<file path="src/rtl/rx_word_fifo.sv">
// rx_word_fifo: assembles received UART bytes into WORD_BYTES-wide words
// (selectable byte order), queues them in a show-ahead FIFO and hands them
// to the core with a valid/ready handshake. Flags dropped words (overflow)
// and discards stale partial words after an optional inter-byte timeout.
module rx_word_fifo #(
    parameter int WORD_BYTES     = 4,
    parameter int DEPTH_LOG2     = 3,
    parameter bit BIG_ENDIAN     = 1'b1,
    parameter int TIMEOUT_CYCLES = 0
) (
    input  logic                    CLK,
    input  logic                    reset,
    input  logic [7:0]              byte_in,
    input  logic                    byte_valid,
    input  logic                    flush,
    output logic [8*WORD_BYTES-1:0] word_out,
    output logic                    word_valid,
    input  logic                    word_ready,
    output logic [DEPTH_LOG2:0]     count,
    output logic                    overflow,
    input  logic                    overflow_clear,
    output logic                    partial_drop
);
    localparam int W        = 8 * WORD_BYTES;
    localparam int DEPTH    = 1 << DEPTH_LOG2;
    localparam int IDX_W    = (WORD_BYTES > 1) ? $clog2(WORD_BYTES) : 1;
    localparam int TO_W     = (TIMEOUT_CYCLES > 0) ? $clog2(TIMEOUT_CYCLES + 1) : 1;
    localparam int LAST_INT = WORD_BYTES - 1;
    localparam int TO_INT   = (TIMEOUT_CYCLES > 0) ? TIMEOUT_CYCLES - 1 : 0;

    localparam logic [IDX_W-1:0]    LAST_IDX   = LAST_INT[IDX_W-1:0];
    localparam logic [TO_W-1:0]     TO_LAST    = TO_INT[TO_W-1:0];
    localparam logic [DEPTH_LOG2:0] FULL_COUNT = DEPTH[DEPTH_LOG2:0];

    // Word storage
    logic [W-1:0]          mem [DEPTH];
    logic [DEPTH_LOG2-1:0] wr_ptr_reg;
    logic [DEPTH_LOG2-1:0] rd_ptr_reg;
    logic [DEPTH_LOG2:0]   count_reg;

    // Assembly state
    logic [IDX_W-1:0] idx_reg;
    logic [TO_W-1:0]  idle_reg;
    logic [W-1:0]     asm_reg;
    logic [W-1:0]     asm_next;
    logic [IDX_W-1:0] lane;
    logic             overflow_reg;

    // Handshake / control decode
    logic full;
    logic word_done;
    logic push_req;
    logic push;
    logic pop;
    logic ovf_event;
    logic expire;

    // Byte lane targeted by the current byte index
    always_comb begin
        lane = BIG_ENDIAN ? (LAST_IDX - idx_reg) : idx_reg;
    end

    // Current word with the incoming byte merged into its lane
    genvar gi;
    generate
        for (gi = 0; gi < WORD_BYTES; gi++) begin : g_lane
            assign asm_next[8*gi +: 8] = (lane == IDX_W'(gi)) ? byte_in : asm_reg[8*gi +: 8];
        end
    endgenerate

    // Flush blocks both push and pop; a pop frees the slot for a push when full
    assign full       = (count_reg == FULL_COUNT);
    assign word_valid = (count_reg != '0);
    assign word_done  = byte_valid && (idx_reg == LAST_IDX);
    assign pop        = !flush && word_valid && word_ready;
    assign push_req   = !flush && word_done;
    assign push       = push_req && (!full || pop);
    assign ovf_event  = push_req && full && !pop;
    assign expire     = (TIMEOUT_CYCLES > 0) && !reset && !flush && !byte_valid &&
                        (idx_reg != '0) && (idle_reg == TO_LAST);

    assign partial_drop = expire;
    assign word_out     = word_valid ? mem[rd_ptr_reg] : '0;
    assign count        = count_reg;
    assign overflow     = overflow_reg;

    // FIFO storage: written only on an accepted push, contents need no reset
    always_ff @(posedge CLK) begin
        if (push) begin
            mem[wr_ptr_reg] <= asm_next;
        end
    end

    // FIFO pointers and occupancy; pointers wrap naturally modulo DEPTH
    always_ff @(posedge CLK) begin
        if (reset || flush) begin
            wr_ptr_reg <= '0;
            rd_ptr_reg <= '0;
            count_reg  <= '0;
        end else begin
            if (push) begin
                wr_ptr_reg <= wr_ptr_reg + 1'b1;
            end
            if (pop) begin
                rd_ptr_reg <= rd_ptr_reg + 1'b1;
            end
            case ({push, pop})
                2'b10:   count_reg <= count_reg + 1'b1;
                2'b01:   count_reg <= count_reg - 1'b1;
                default: ;
            endcase
        end
    end

    // Byte index and inter-byte idle counter; a byte always beats expiry
    always_ff @(posedge CLK) begin
        if (reset || flush) begin
            idx_reg  <= '0;
            idle_reg <= '0;
        end else if (byte_valid) begin
            idx_reg  <= (idx_reg == LAST_IDX) ? '0 : idx_reg + 1'b1;
            idle_reg <= '0;
        end else if (expire) begin
            idx_reg  <= '0;
            idle_reg <= '0;
        end else if ((TIMEOUT_CYCLES > 0) && (idx_reg != '0)) begin
            idle_reg <= idle_reg + 1'b1;
        end
    end

    // Partial word accumulator
    always_ff @(posedge CLK) begin
        if (reset) begin
            asm_reg <= '0;
        end else if (byte_valid && !flush) begin
            asm_reg <= asm_next;
        end
    end

    // Sticky overflow; a new overflow event wins over a clear request
    always_ff @(posedge CLK) begin
        if (reset) begin
            overflow_reg <= 1'b0;
        end else if (ovf_event) begin
            overflow_reg <= 1'b1;
        end else if (overflow_clear) begin
            overflow_reg <= 1'b0;
        end
    end

endmodule

</file>
<file path="config.mk">
export PLATFORM = sky130hd
export DESIGN_NAME = rx_word_fifo
export DESIGN_NICKNAME = d
export VERILOG_FILES = /design/src/rtl/rx_word_fifo.sv
export SDC_FILE = /design/constraint.sdc
export NUM_CORES = 1
export LEC_CHECK = 0
export BUFFER_PORTS_ARGS = -buffer_cell sky130_fd_sc_hd__buf_2
export CAP_MARGIN = 15
export CORE_ASPECT_RATIO = 0.7
export CORE_UTILIZATION = 40
export CTS_CLUSTER_SIZE = 25
export DETAILED_ROUTE_END_ITERATION = 8
export GPL_TIMING_DRIVEN = 0
export PLACE_DENSITY = 0.67
export SLEW_MARGIN = 20
export SYNTH_ARGS = -nofsm -noshare
export SYNTH_HDL_FRONTEND = slang
export SYNTH_SLANG_ARGS = --single-unit
</file>
<file path="constraint.sdc">
create_clock -name CLK -period 11.17 [get_ports CLK]
set_input_delay 1.6755 -clock CLK [delete_from_list [all_inputs] [get_ports CLK]]
set_output_delay 1.6755 -clock CLK [all_outputs]
set_load 0.02 [all_outputs]
</file>
# After elaboration in Yosys (flattened, before gate mapping)
# Memory sizes are Yosys's and may differ from the RTL's. A register that Yosys moved wholly into a read port is not among the register bits.
# Index checks and enable logic that the tools add are counted.
# totals
word_cells,50
ramBits,256
reg_bits,45
memories,1
output_inout_bits,39
# op_classes
n_addsub,6
n_eq_ne,7
n_mux,13
n_reduce_logical,17
# mem_list
name,depth,width,read_ports,rd_ports_with_merged_regs,write_ports,line,source
mem,8,32,1,1,1,36,logic [W-1:0] mem [DEPTH];
# op_table
op,count
32-bit 2-to-1 mux,1
8-bit 2-to-1 mux,4
2-bit equality test (second input constant),4
1-bit logical AND,8
4-bit one-hot mux with 2 select lines,1
3-bit by 1-bit adder with 3-bit output (second input constant),2
3-bit 2-to-1 mux,2
4-bit by 1-bit adder with 4-bit output (second input constant),1
2-bit by 1-bit equality test with 1-bit output (second input constant),2
4-bit equality test (second input constant),1
1-bit 2-to-1 mux,4
2-bit nonzero test,2
4-bit nonzero test,1
4-bit by 1-bit subtractor with 4-bit output (second input constant),1
1-bit logical NOT,3
2-bit by 1-bit adder with 2-bit output (second input constant),1
2-bit logical NOT,1
1-bit logical OR,2
2-bit 2-to-1 mux,1
2-bit subtractor (first input constant),1

# Longest topological paths before layout
# logic_depth
depth_word,7
depth_mapped,10
depth_no_buf,9

# Worst setup path after synthesis
# Ideal clock, no wire load.
# synth_timing
path_kind,input -> register
startpoint,input flush
endpoint,"memory mem[0][0] (netlist name), enable pin"
setup_slack_ns,4.928
cell_stages,4
required_ns,10.657
arrival_ns,5.730
cell_sequence,nand2b_1 > a31oi_1 > buf_2 > nor4b_1
# synth_between
elab_chain_cells,7
elab_cells_between_ends,8
# synth_rtl
element,line,source
"start, declared",15,"input logic flush,"
1-bit logical NOT (*),"75, 76",
1-bit logical AND (2 in a row),75,assign pop = !flush && word_valid && word_ready;
1-bit logical OR,77,assign push = push_req && (!full || pop);
1-bit logical AND (*),77,
1-bit 2-to-1 mux (*),89,if (push) begin
1-bit 2-to-1 mux (implied by the code) (*),90,mem[wr_ptr_reg] <= asm_next;
"end, declared",36,
# Every way passes the cells marked *; elsewhere a longest branch is shown, timed or not.

# Worst setup path in the final report
# layout_timing
startpoint,"register count_reg[3], in the netlist count[3]"
endpoint,output word_out[30]
# layout_between
elab_chain_cells,2
# layout_rtl
element,line,source
"start, declared",39,logic [DEPTH_LOG2:0] count_reg;
"start signal, assigned",108,2'b10: count_reg <= count_reg + 1'b1;
"start signal, assigned",109,2'b01: count_reg <= count_reg - 1'b1;
4-bit nonzero test,73,assign word_valid = (count_reg != '0);
32-bit 2-to-1 mux,83,assign word_out = word_valid ? mem[rd_ptr_reg] : '0;
"end, declared",16,"output logic [8*WORD_BYTES-1:0] word_out,"
# No other way between the ends.

==> flow_metrics.env <==
export IMPL_grt_max_degree=33
export IMPL_hpwl_um=17000
export IMPL_cts_made_buffers=28
export IMPL_tritoncts="yes"
export IMPL_synth_warnings=0
export IMPL_die_x_um=209
export IMPL_maxSlewViolCount=0
export IMPL_vdd_drop_max_mv=0.0932
export IMPL_worstSkewPairLatency_ps=540
export IMPL_powerDensity_mw_per_mm2=158
export IMPL_grt_antenna_before_repair=0
export IMPL_grt_pass1_wl_um=38500
export IMPL_cts_resized=0
export IMPL_drc_errors=0
export IMPL_viasPerCell=5.33
export IMPL_min_path_cells=2
export IMPL_fin_crit_sh=0.388
export IMPL_fin_tns_setup_ps=0
export IMPL_wirelength_um=25100
export IMPL_synthToLayoutAreaGrowth_pct=15.8
export IMPL_fmax_ghz=0.231
export IMPL_path_buf_inv=2
export IMPL_synth_top_area_share=0.638
export IMPL_worst_path_max_fanout=10
export IMPL_min_to="asm_reg[2]$_SDFFE_PP0P_"
export IMPL_path_delay_family="simple AND/OR/NAND/NOR gates"
export IMPL_final_cell_mix="edfxtp_1 (256), nor2_1 (65), buf_2 (64), mux4_2 (64), mux2i_1 (63)"
export IMPL_worstHoldPathType="flip-flop to flip-flop"
export IMPL_final_nets=778
export IMPL_fp_row_count=52
export IMPL_reg2reg_from="idx_reg[0]$_SDFFE_PP0P_"
export IMPL_slowest_stage="nor4_4"
export IMPL_port_buffers=51
export IMPL_status="finished clean"
export IMPL_rrSetupSlack_ps=7860
export IMPL_fillerInstances=2452
export IMPL_synth_seq_cells=304
export IMPL_synthesis_area_mm2=0.0121
export IMPL_die_area_mm2=0.0308
export IMPL_largest_register_ffs=256
export IMPL_final_hold_viol_count=0
export IMPL_crit_arrival_ps=2660
export IMPL_drt_iter0_drc=416
export IMPL_period_needed_ps=4330
export IMPL_overflow=0
export IMPL_setup_viol=0
export IMPL_synth_seq_area_share=0.718
export IMPL_ff2ff_path_depth=9
export IMPL_rr_endpoint="mem[0][4]$_DFFE_PP_"
export IMPL_clockRootBuffer="clkbuf_16"
export IMPL_synth_top_cell_by_area="edfxtp_1"
export IMPL_yosys_top_cells_area="edfxtp_1 (64%), mux4_2 (12%), dfxtp_1 (8.0%), mux2i_1 (5.2%), mux2_2 (3.0%)"
export IMPL_dp_cells=1105
export IMPL_fin_skew_ps=7.42
export IMPL_drive_gt1_frac=0.318
export IMPL_hp_start="asm_reg[2]$_SDFFE_PP0P_"
export IMPL_htree_levels=1
export IMPL_rsz0062_at_grt="no"
export IMPL_grt_pass1_vias=6286
export IMPL_routedWlPerCell_um=21.7
export IMPL_maxCapViolCount=0
export IMPL_power_uw=2200
export IMPL_core_area_mm2=0.0293
export IMPL_stdcell_count=1157
export IMPL_ios=53
export IMPL_grt_use_total=0.168
export IMPL_final_common_cell="edfxtp_1"
export IMPL_dr_total_vias=6171
export IMPL_gp_congestion=0.771
export IMPL_die_h_um=147
export IMPL_ctsLongestPathBuffers=3
export IMPL_ant_nets=0
export IMPL_synth_distinct_cells=37
export IMPL_cts_sinks=304
export IMPL_end_kind="primary output"
export IMPL_cp_slowest_stage_delay_ps=790
export IMPL_post_cts_buffers=0
export IMPL_crit_required_ps=9490
export IMPL_dr_pass1_iters=5
export IMPL_syn_nets=671
export IMPL_start_util=0.412
export IMPL_num_antenna_cells=0
export IMPL_syn_inst=650
export IMPL_cp_cell_sequence="nor4_4 -> clkbuf_1 -> nor2_1 -> buf_2"
export IMPL_timing_worst_setup_path_type="flip-flop to primary output"
export IMPL_worst_pin_slew_ps=949
export IMPL_postCtsHoldBufs=0
export IMPL_p_leak_uw=0.00462
export IMPL_syn_avg_cell_area_um2=18.5
export IMPL_crit_path_start_kind="flip-flop"
export IMPL_max_slew_margin=0.368
export IMPL_clkTransAtPathRegs_ps=60
## per-stage QoR
| stage | hold WS (ps) | area [um2] | utilization | worst slack [ps] |
|---|---|---|---|---|
| 2_1_floorplan | 434 | 12100 | - | 4930 |
| 4_1_cts | 455 | 14000 | 0.477 | 6790 |
| 6_report | 455 | 14000 | 0.477 | 6840 |
| 5_1_grt | 470 | 14000 | 0.477 | 6690 |
| 3_5_place_dp | 445 | 13000 | 0.446 | 6490 |
| 3_3_place_gp | 442 | 12800 | 0.437 | 1060 |
## where the power goes
group | switching, uW | total [uW] | internal (uW)
combinational | 25.3 | 37.4 | 12.1
sequential | 1.29 | 1230 | 1220
clock | 404 | 936 | 532
total | 430 | 2200 | 1770
## worst reg2reg max path, delay by kind of cell (launching register included)
kind	cells	cell delay [ps]
AO/OA/AOI/OAI	1	270
adder cells (fa/ha/maj)	1	240
AND/OR/NAND/NOR	2	800
buffers and inverters	5	1280
flip-flops	1	420
## worst max path at each step
stage                          startpoint             endpoint  slack, ps  cells past startpoint
floorplan                           flush  mem[0][0]$_DFFE_PP_       4930                      4
global placement                    flush  mem[0][3]$_DFFE_PP_       1060                      5
detailed placement                  flush  mem[0][3]$_DFFE_PP_       6490                      9
CTS                 count[3]$_SDFFE_PP0P_         word_out[30]       6790                      4
global route        count[3]$_SDFFE_PP0P_         word_out[30]       6690                      4
finish              count[3]$_SDFFE_PP0P_         word_out[30]       6840                      4
## Yosys cell counts, drive strengths merged
| library cell | instances |
|---|---|
| nor3 | 3 |
| nand2b | 3 |
| mux2i | 63 |
| a21oi | 13 |
| nor4bb | 1 |
| nor3b | 4 |
| ha | 7 |
| a32oi | 1 |
| nor4b | 2 |
| nand4 | 1 |
| nand3b | 2 |
| and3b | 1 |
| dfxtp | 48 |
| or3 | 4 |
| mux2 | 32 |
| inv | 3 |
| a31oi | 2 |
| nor4 | 1 |
| and3 | 1 |
| buf | 20 |
| edfxtp | 256 |
| nand2 | 24 |
| xor2 | 1 |
| clkbuf | 18 |
| conb | 1 |
| or2 | 1 |
| a21bo | 1 |
| and4bb | 1 |
| xnor2 | 3 |
| nor2 | 66 |
| mux4 | 64 |
| nor2b | 1 |
| o22ai | 1 |
## layout make-up
cell class / instances / area [um2] / share of cell area
clock buffer: 38 / 811 / 0.0581
multi-input combinational: 305 / 3260 / 0.234
timing repair buffer: 77 / 465 / 0.0334
clock inverter: 14 / 100 / 0.00717
sequential: 304 / 8650 / 0.620
inverter: 3 / 11.3 / 0.000807
tap: 378 / 473 / 0.0339
buffer: 38 / 183 / 0.0131
## kinds of logic (layout without fill, tap and decap cells)
logic type | count (synthesis) | after routing | share of synthesized area
AOI/OAI and AO/OA | 18 | 18 | 0.00851
buffers and inverters | 41 | 170 | 0.0161
DFF | 304 | 304 | 0.718
muxes | 159 | 159 | 0.202
xor gates and xnor gates | 4 | 4 | 0.00291
other | 1 | 1 | 0.000311
and+or+nand+nor | 116 | 116 | 0.0456
adders and majority gates | 7 | 7 | 0.00727
## layer usage
metal	GRT usage	vias up	part of all wire
met5	0	-	0
met4	0.0372	0	0.017
met3	0.0239	31	0.048
met2	0.267	166	0.47
met1	0.246	3215	0.47
li1	-	2759	-
Power figures use the tool's default switching activity.
